<file path="src/rtl/multicycle_control_fsm.sv">
// Main sequencer for the multicycle ARM core: walks the shared ALU, memory port and IR
// through fetch/decode/memory/execute steps and emits raw per-cycle datapath controls.
module multicycle_control_fsm #(
    parameter int MEM_TIMEOUT = 15
) (
    input  logic       clk,
    input  logic       reset,
    input  logic [1:0] op,
    input  logic [5:0] funct,
    input  logic       mem_ready,
    output logic       mem_req,
    output logic       ir_w,
    output logic       next_pc,
    output logic       branch,
    output logic       reg_w,
    output logic       mem_w,
    output logic       adr_src,
    output logic [1:0] alu_src_a,
    output logic [1:0] alu_src_b,
    output logic       alu_op,
    output logic [1:0] result_src,
    output logic       undef,
    output logic       mem_err,
    output logic [3:0] state
);

    typedef enum logic [3:0] {
        S_FETCH    = 4'd0,
        S_DECODE   = 4'd1,
        S_MEMADR   = 4'd2,
        S_MEMREAD  = 4'd3,
        S_MEMWB    = 4'd4,
        S_MEMWRITE = 4'd5,
        S_EXECUTER = 4'd6,
        S_EXECUTEI = 4'd7,
        S_ALUWB    = 4'd8,
        S_BRANCH   = 4'd9
    } state_t;

    localparam int CW = (MEM_TIMEOUT > 1) ? $clog2(MEM_TIMEOUT + 1) : 1;
    localparam logic [CW-1:0] TO_VAL = CW'(MEM_TIMEOUT);

    state_t          r_state;
    state_t          w_next;
    logic [CW-1:0]   r_wait_cnt;
    logic            w_in_mem;
    logic            w_next_mem;
    logic            w_timeout;

    assign w_in_mem   = (r_state == S_FETCH) || (r_state == S_MEMREAD) || (r_state == S_MEMWRITE);
    assign w_next_mem = (w_next == S_FETCH) || (w_next == S_MEMREAD) || (w_next == S_MEMWRITE);
    assign w_timeout  = (MEM_TIMEOUT > 0) && w_in_mem && !mem_ready && (r_wait_cnt == TO_VAL);
    assign state      = r_state;

    always_ff @(posedge clk or posedge reset) begin
        if (reset) begin
            r_state <= S_FETCH;
        end else begin
            r_state <= w_next;
        end
    end

    // A timeout re-enters FETCH from FETCH, which still counts as a fresh entry.
    always_ff @(posedge clk or posedge reset) begin
        if (reset) begin
            r_wait_cnt <= '0;
        end else if (w_next_mem && ((w_next != r_state) || w_timeout)) begin
            r_wait_cnt <= '0;
        end else if (w_in_mem && !mem_ready && (r_wait_cnt != '1)) begin
            r_wait_cnt <= r_wait_cnt + CW'(1);
        end
    end

    always_comb begin
        w_next = r_state;
        case (r_state)
            S_FETCH:    if (mem_ready) w_next = S_DECODE;
            S_DECODE: begin
                case (op)
                    2'b00:   w_next = funct[5] ? S_EXECUTEI : S_EXECUTER;
                    2'b01:   w_next = S_MEMADR;
                    2'b10:   w_next = S_BRANCH;
                    default: w_next = S_FETCH;
                endcase
            end
            S_MEMADR:   w_next = funct[0] ? S_MEMREAD : S_MEMWRITE;
            S_MEMREAD:  if (mem_ready) w_next = S_MEMWB;
            S_MEMWRITE: if (mem_ready) w_next = S_FETCH;
            S_EXECUTER: w_next = S_ALUWB;
            S_EXECUTEI: w_next = S_ALUWB;
            S_ALUWB:    w_next = S_FETCH;
            S_MEMWB:    w_next = S_FETCH;
            S_BRANCH:   w_next = S_FETCH;
            default:    w_next = S_FETCH;
        endcase
        if (w_timeout) w_next = S_FETCH;
    end

    always_comb begin
        mem_req    = 1'b0;
        ir_w       = 1'b0;
        next_pc    = 1'b0;
        branch     = 1'b0;
        reg_w      = 1'b0;
        mem_w      = 1'b0;
        adr_src    = 1'b0;
        alu_src_a  = 2'b00;
        alu_src_b  = 2'b00;
        alu_op     = 1'b0;
        result_src = 2'b00;
        undef      = 1'b0;
        mem_err    = w_timeout;
        case (r_state)
            S_FETCH: begin
                mem_req    = 1'b1;
                ir_w       = mem_ready;
                next_pc    = mem_ready;
                alu_src_a  = 2'b01;
                alu_src_b  = 2'b10;
                result_src = 2'b10;
            end
            S_DECODE: begin
                alu_src_a  = 2'b01;
                alu_src_b  = 2'b10;
                result_src = 2'b10;
                undef      = (op == 2'b11);
            end
            S_MEMADR:   alu_src_b = 2'b01;
            S_MEMREAD: begin
                mem_req = 1'b1;
                adr_src = 1'b1;
            end
            S_MEMWRITE: begin
                mem_req = 1'b1;
                adr_src = 1'b1;
                mem_w   = 1'b1;
            end
            S_MEMWB: begin
                result_src = 2'b01;
                reg_w      = 1'b1;
            end
            S_EXECUTER: alu_op = 1'b1;
            S_EXECUTEI: begin
                alu_src_b = 2'b01;
                alu_op    = 1'b1;
            end
            S_ALUWB:    reg_w = 1'b1;
            S_BRANCH: begin
                alu_src_a  = 2'b10;
                alu_src_b  = 2'b01;
                result_src = 2'b10;
                branch     = 1'b1;
            end
            default: ;
        endcase
        // Async reset forces FETCH, whose ir_w/next_pc would otherwise follow mem_ready.
        if (reset) begin
            ir_w    = 1'b0;
            next_pc = 1'b0;
            branch  = 1'b0;
            reg_w   = 1'b0;
            mem_w   = 1'b0;
            undef   = 1'b0;
            mem_err = 1'b0;
        end
    end

endmodule

</file>
<file path="config.mk">
export PLATFORM = sky130hd
export DESIGN_NAME = multicycle_control_fsm
export DESIGN_NICKNAME = d
export VERILOG_FILES = /design/src/rtl/multicycle_control_fsm.sv
export SDC_FILE = /design/constraint.sdc
export NUM_CORES = 1
export LEC_CHECK = 0
export ABC_AREA = 1
export BUFFER_PORTS_ARGS = -buffer_cell sky130_fd_sc_hd__buf_2
export CAP_MARGIN = 10
export CELL_PAD_IN_SITES_DETAIL_PLACEMENT = 1
export CELL_PAD_IN_SITES_GLOBAL_PLACEMENT = 1
export CORE_MARGIN = 3
export CORE_UTILIZATION = 28
export DETAILED_ROUTE_END_ITERATION = 10
export HOLD_SLACK_MARGIN = 0.03
export PLACE_DENSITY = 0.74
export SLEW_MARGIN = 15
export SYNTH_ARGS = -nofsm -noshare
export SYNTH_HDL_FRONTEND = slang
export SYNTH_SLANG_ARGS = --single-unit
</file>
<file path="constraint.sdc">
create_clock -name clk -period 1.35 [get_ports clk]
set_input_delay 0.2025 -clock clk [delete_from_list [all_inputs] [get_ports clk]]
set_output_delay 0.2025 -clock clk [all_outputs]
set_load 0.01 [all_outputs]
</file>
---- Word level (Yosys, flattened, before mapping) ----
Index checks and enable logic that the tools add are counted.
Widths: inputs -> output; s select.
word-level totals
  flip-flop bits (word level) ............. 8
  input port bits ......................... 11
  output and inout port bits .............. 20
  word-level logic and storage cells ...... 68
cells by class
  add/subtract/negate cells ............... 1
  eq/ne operators ......................... 17
  mux-type cells .......................... 27
  reductions and logical operators ........ 21
operators by type and width
  operator             count
  $mux 4               6
  $pmux 4 s6           1
  $eq 4x3->1 const B   5
  $mux 1               15
  $eq 4x2->1 const B   3
  $eq 4x4->1 const B   3
  $pmux 2 s2           3
  $pmux 4 s3           1
  $reduce_or 3->1      3
  $logic_not 4->1      2
  $reduce_or 2->1      4
  $logic_or 1x1->1     5
  $add 4x1->4 const B  1
  $eq 2x2->1 const B   2
  $eq 4x1->1 const B   1
  $logic_and 1x1->1    4
  $ne 4x4->1           1
  $ne 4x4->1 const B   1
  $mux 3               1
  $eq 2x1->1 const B   1
  $logic_not 2->1      1
  $reduce_bool 2->1    1
  $logic_not 1->1      1

---- Longest topological paths before layout ----
  depth in word-level cells ............... 11
  mapped depth ............................ 11
  mapped depth without buffers ............ 10

---- Least setup slack after synthesis ----
OpenSTA, ideal clock, no wires.
  path kind ............................... register -> output
  from .................................... reg r_state[3], in the netlist state[3]
  to ...................................... out next_pc
  arrival ................................. 1.292 ns
  required time ........................... 1.148 ns
  slack ................................... -0.144 ns
  stages on the path, launching flop included .. 6
  path buffers ............................ 2
  path through ............................ dfrtp_1 -> nor2_2 -> buf_6 -> nand2_2 -> nor3_1 -> buf_4
between the ends
  cells in the longest elaborated chain, start to end .. 3
ends and longest elaborated chain
  element                   RTL line  source
  start: declaration        43        state_t r_state;
  start signal: assignment  59        r_state <= w_next;
  $logic_not 4->1           -
  $mux 1 (2 in a row)       -
  end: declaration          13        output logic next_pc,
Every way passes these cells.

---- Final worst setup path ----
  from .................................... reg r_state[3], in the netlist state[3]
  to ...................................... out alu_src_b[0]
between the ends
  cells in the longest elaborated chain, start to end .. 3
  elaborated cells on any way between the ends .. 8
  classes of those cells .................. 4 x eq/ne; 1 x mux; 3 x reduce/logical
ends and longest elaborated chain
  element                                                              RTL line  source
  $eq 4x3->1 (tied with other cells)                                   113       case (r_state)
  $reduce_or 3->1 (no line) / $reduce_or 2->1 (equally long branches)  -
  $pmux 2 s2 (*)                                                       113
  end: declaration                                                     19        output logic [1:0] alu_src_b,
Every way passes the cells marked *; elsewhere a longest branch is shown, timed or not.

==> flow_summary.toml <==
[floorplanning]
io_pins = 31
initial_core_util_pct = 30.65
row_count = 17
fp.dieW_um = 56.38
die_h_um = 56.38
dieArea_um2 = 3179
core-area_um2 = 2318

[sta]
setup_ws_ns = -0.5054
whs_ns = 0.06031
fmax_ghz = 0.5390
slew_violations = 0
rsz0062_at_grt = "yes"
period_minus_slack_ns = 1.855
setup_viol = 25
finClkSkew_ns = 0.01194
fin_crit_sh_pct = 137.4
slew_headroom_pct = 72.39
hold_viol_final = 0
worstMarginPinSlew_ns = 0.4123

[routing]
drt-total-wl_mm = 5.443
ant_nets = 0
drc = 0
via_per_inst = 5.541
via_count = 1136
post_drt_wl_per_cell_um = 26.55
dr.pass1.iters = 4
first_iter_violations = 50

[critical_path]
reg2reg_to = "r_wait_cnt[3]"
ff2ff_path_depth = 11
crit_arrival_ns = 1.65
cp-startpoint = "state[3]"
critPathKind = "reg -> out"
r2r_start = "state[3]"
rrSetupSlack_ns = -0.48
end_kind = "primary output"
worstPathMaxFanout = 3
cp-start-kind = "flip-flop"
required_ns = 1.15

[yosys]
synth_top_cell_by_area = "dfrtp_1"
synth_seq_cells = 8
synth_cell_type_count = 26
syn_nets = 117
synth_cells = 105
yosys_warnings = 0
synth-seq-area-share_pct = 28.17
synth_area_um2 = 710.7
avgSynthCellArea_um2 = 6.768
synthTopCellsByArea = "dfrtp_1, nor2_1, nand2_1"
synth_top_area_share_pct = 28.17

[power_and_ir_drop]
switching_share_pct = 50.39
seq_power_share_pct = 12.1
p_int_mw = 1.856
peakVddDrop_mv = 1.727
powerDensity_nw_per_um2 = 2255
pwr-share-comb_pct = 82.0
p_leak_nw = 0.8302
clock_power_share_pct = 5.9
p_total_mw = 3.742
p_switching_mw = 1.886

[clocking]
clkTransAtPathRegs_ns = 0.07
clock_latency_ns = 0.29
clkSinkCount = 8
cts_max_level = 1
cts_tree = "built"
holdBufCountCts = 0
cts-root-buf = "clkbuf_4"
clockBufferDepth = 2
cts_buffers = 3

[finish]
diodes = 0
layout_common_cells = "buf_6, buf_4, nor2_4, buf_2, inv_1"
nNetsFinal = 191
final_common_cell = "buf_6"
syn2layout_area_growth_pct = 133.5
drive_gt1_share_pct = 75.14

[grt]
grt-ovfl-total = 0
top_usage_layer = "met2"
grt_max_degree = 9
grt_antenna_before_repair = 0
use_met3_pct = 5.057
grtUsageMet1_pct = 29.26
grt_util_met2_pct = 50.92
track_usage_pct = 26.59
grt_pass1_vias = 1196
grt_pass1_wl_mm = 6.292

[flow_run]
max_cap_violations = 0

[placement]
portBuffers = 26
place_congestion = 0.8516
dp_hpwl_mm = 2.241

[status]
status = "finished, violations left"
failed_checks = "setup timing"

[hold_path]
holdCritPathClass = "in -> async"
==> Yosys cell counts <==
library cell	count
a211oi_1	1
a21oi_1	4
and2_1	1
buf_4	1
buf_6	2
dfrtp_1	8
ha_1	1
inv_1	15
inv_2	2
inv_4	1
nand2_1	16
nand2_2	3
nand3_1	7
nand3_2	3
nand3b_2	1
nand4_1	2
nor2_1	21
nor2_2	3
nor2_4	1
nor3_1	2
o211ai_1	1
o21ai_0	3
o21ai_1	1
o21bai_2	1
o22ai_2	1
xor2_1	3
==> timing repair <==
action | 4_1_cts | 5_1_grt
setup endpoints to repair | 23 | 26
cloned | 0 | 0
gates resized for setup | 59 | 42
pin swaps | 17 | 9
buffers inserted | 15 | 6
==> worst max-delay path, stage by stage, from the launching register on <==
cell and delay [ns]:
dfrtp_2 0.45, buf_12 0.14, buf_4 0.13, nand2_2 0.11
nor2_4 0.06, a21oi_1 0.22, o21ai_1 0.10, buf_2 0.15
==> metal layers <==
metal | part of all wire (%) | vias up
met5 | 0 | -
met4 | 6.4 | 0
met3 | 6.9 | 24
met2 | 49 | 72
met1 | 37 | 564
li1 | - | 476
==> how the worst max path moves through the flow <==
| stage | endpoint | slack, ns |
|---|---|---|
| 4_1_cts | mem_err | -0.34 |
| 6_report | alu_src_b[0] | -0.51 |
| 2_1_floorplan | r_wait_cnt[0] | -0.12 |
| 5_1_grt | alu_src_b[0] | -0.55 |
| 3_3_place_gp | r_wait_cnt[3] | -0.18 |
| 3_5_place_dp | r_wait_cnt[2] | -0.28 |
==> through the flow <==
step	area, µm²	utilization [%]	cells	TNS [ns]	worst slack [ns]
global placement	1090	47.00	182	-1.181	-0.1844
CTS	1439	62.06	200	-5.646	-0.3444
finish	1659	71.56	205	-8.594	-0.5054
global route	1659	71.56	205	-9.585	-0.5495
detailed placement	1090	47.00	182	-2.022	-0.2796
floorplan	759.5	-	105	-0.4978	-0.1207
==> registers in the layout, indices dropped and copies added, names as in the netlist <==
signal,cells
r_wait_cnt,4
state,4
==> power by group through the flow <==
| stage | sequential (mW) | combinational (mW) | clock [mW] |
|---|---|---|---|
| global route | 0.457 | 3.19 | 0.239 |
| floorplan | 0.393 | 0.915 | 0 |
| finish | 0.454 | 3.07 | 0.221 |
| global placement | 0.389 | 1.58 | 0 |
| detailed placement | 0.400 | 1.64 | 0 |
| CTS | 0.424 | 2.34 | 0.192 |
==> layout make-up <==
cell class                      instances  area [µm²]
Multi-Input combinational cell         76       676.9
Sequential cell                         8       203.9
Clock buffer                            3       22.52
Tap cell                               28       35.03
Fill cell                             251       659.4
Timing Repair Buffer                   72       638.1
Inverter                               18       82.58
==> logic make-up after synthesis <==
group,synth area share [%]
flops,28.17
xor+xnor,3.698
buf+inv,14.09
compound gates,11.09
simple gates,41.20
fa+ha+maj,1.760
(Power assumes the default switching activity.)
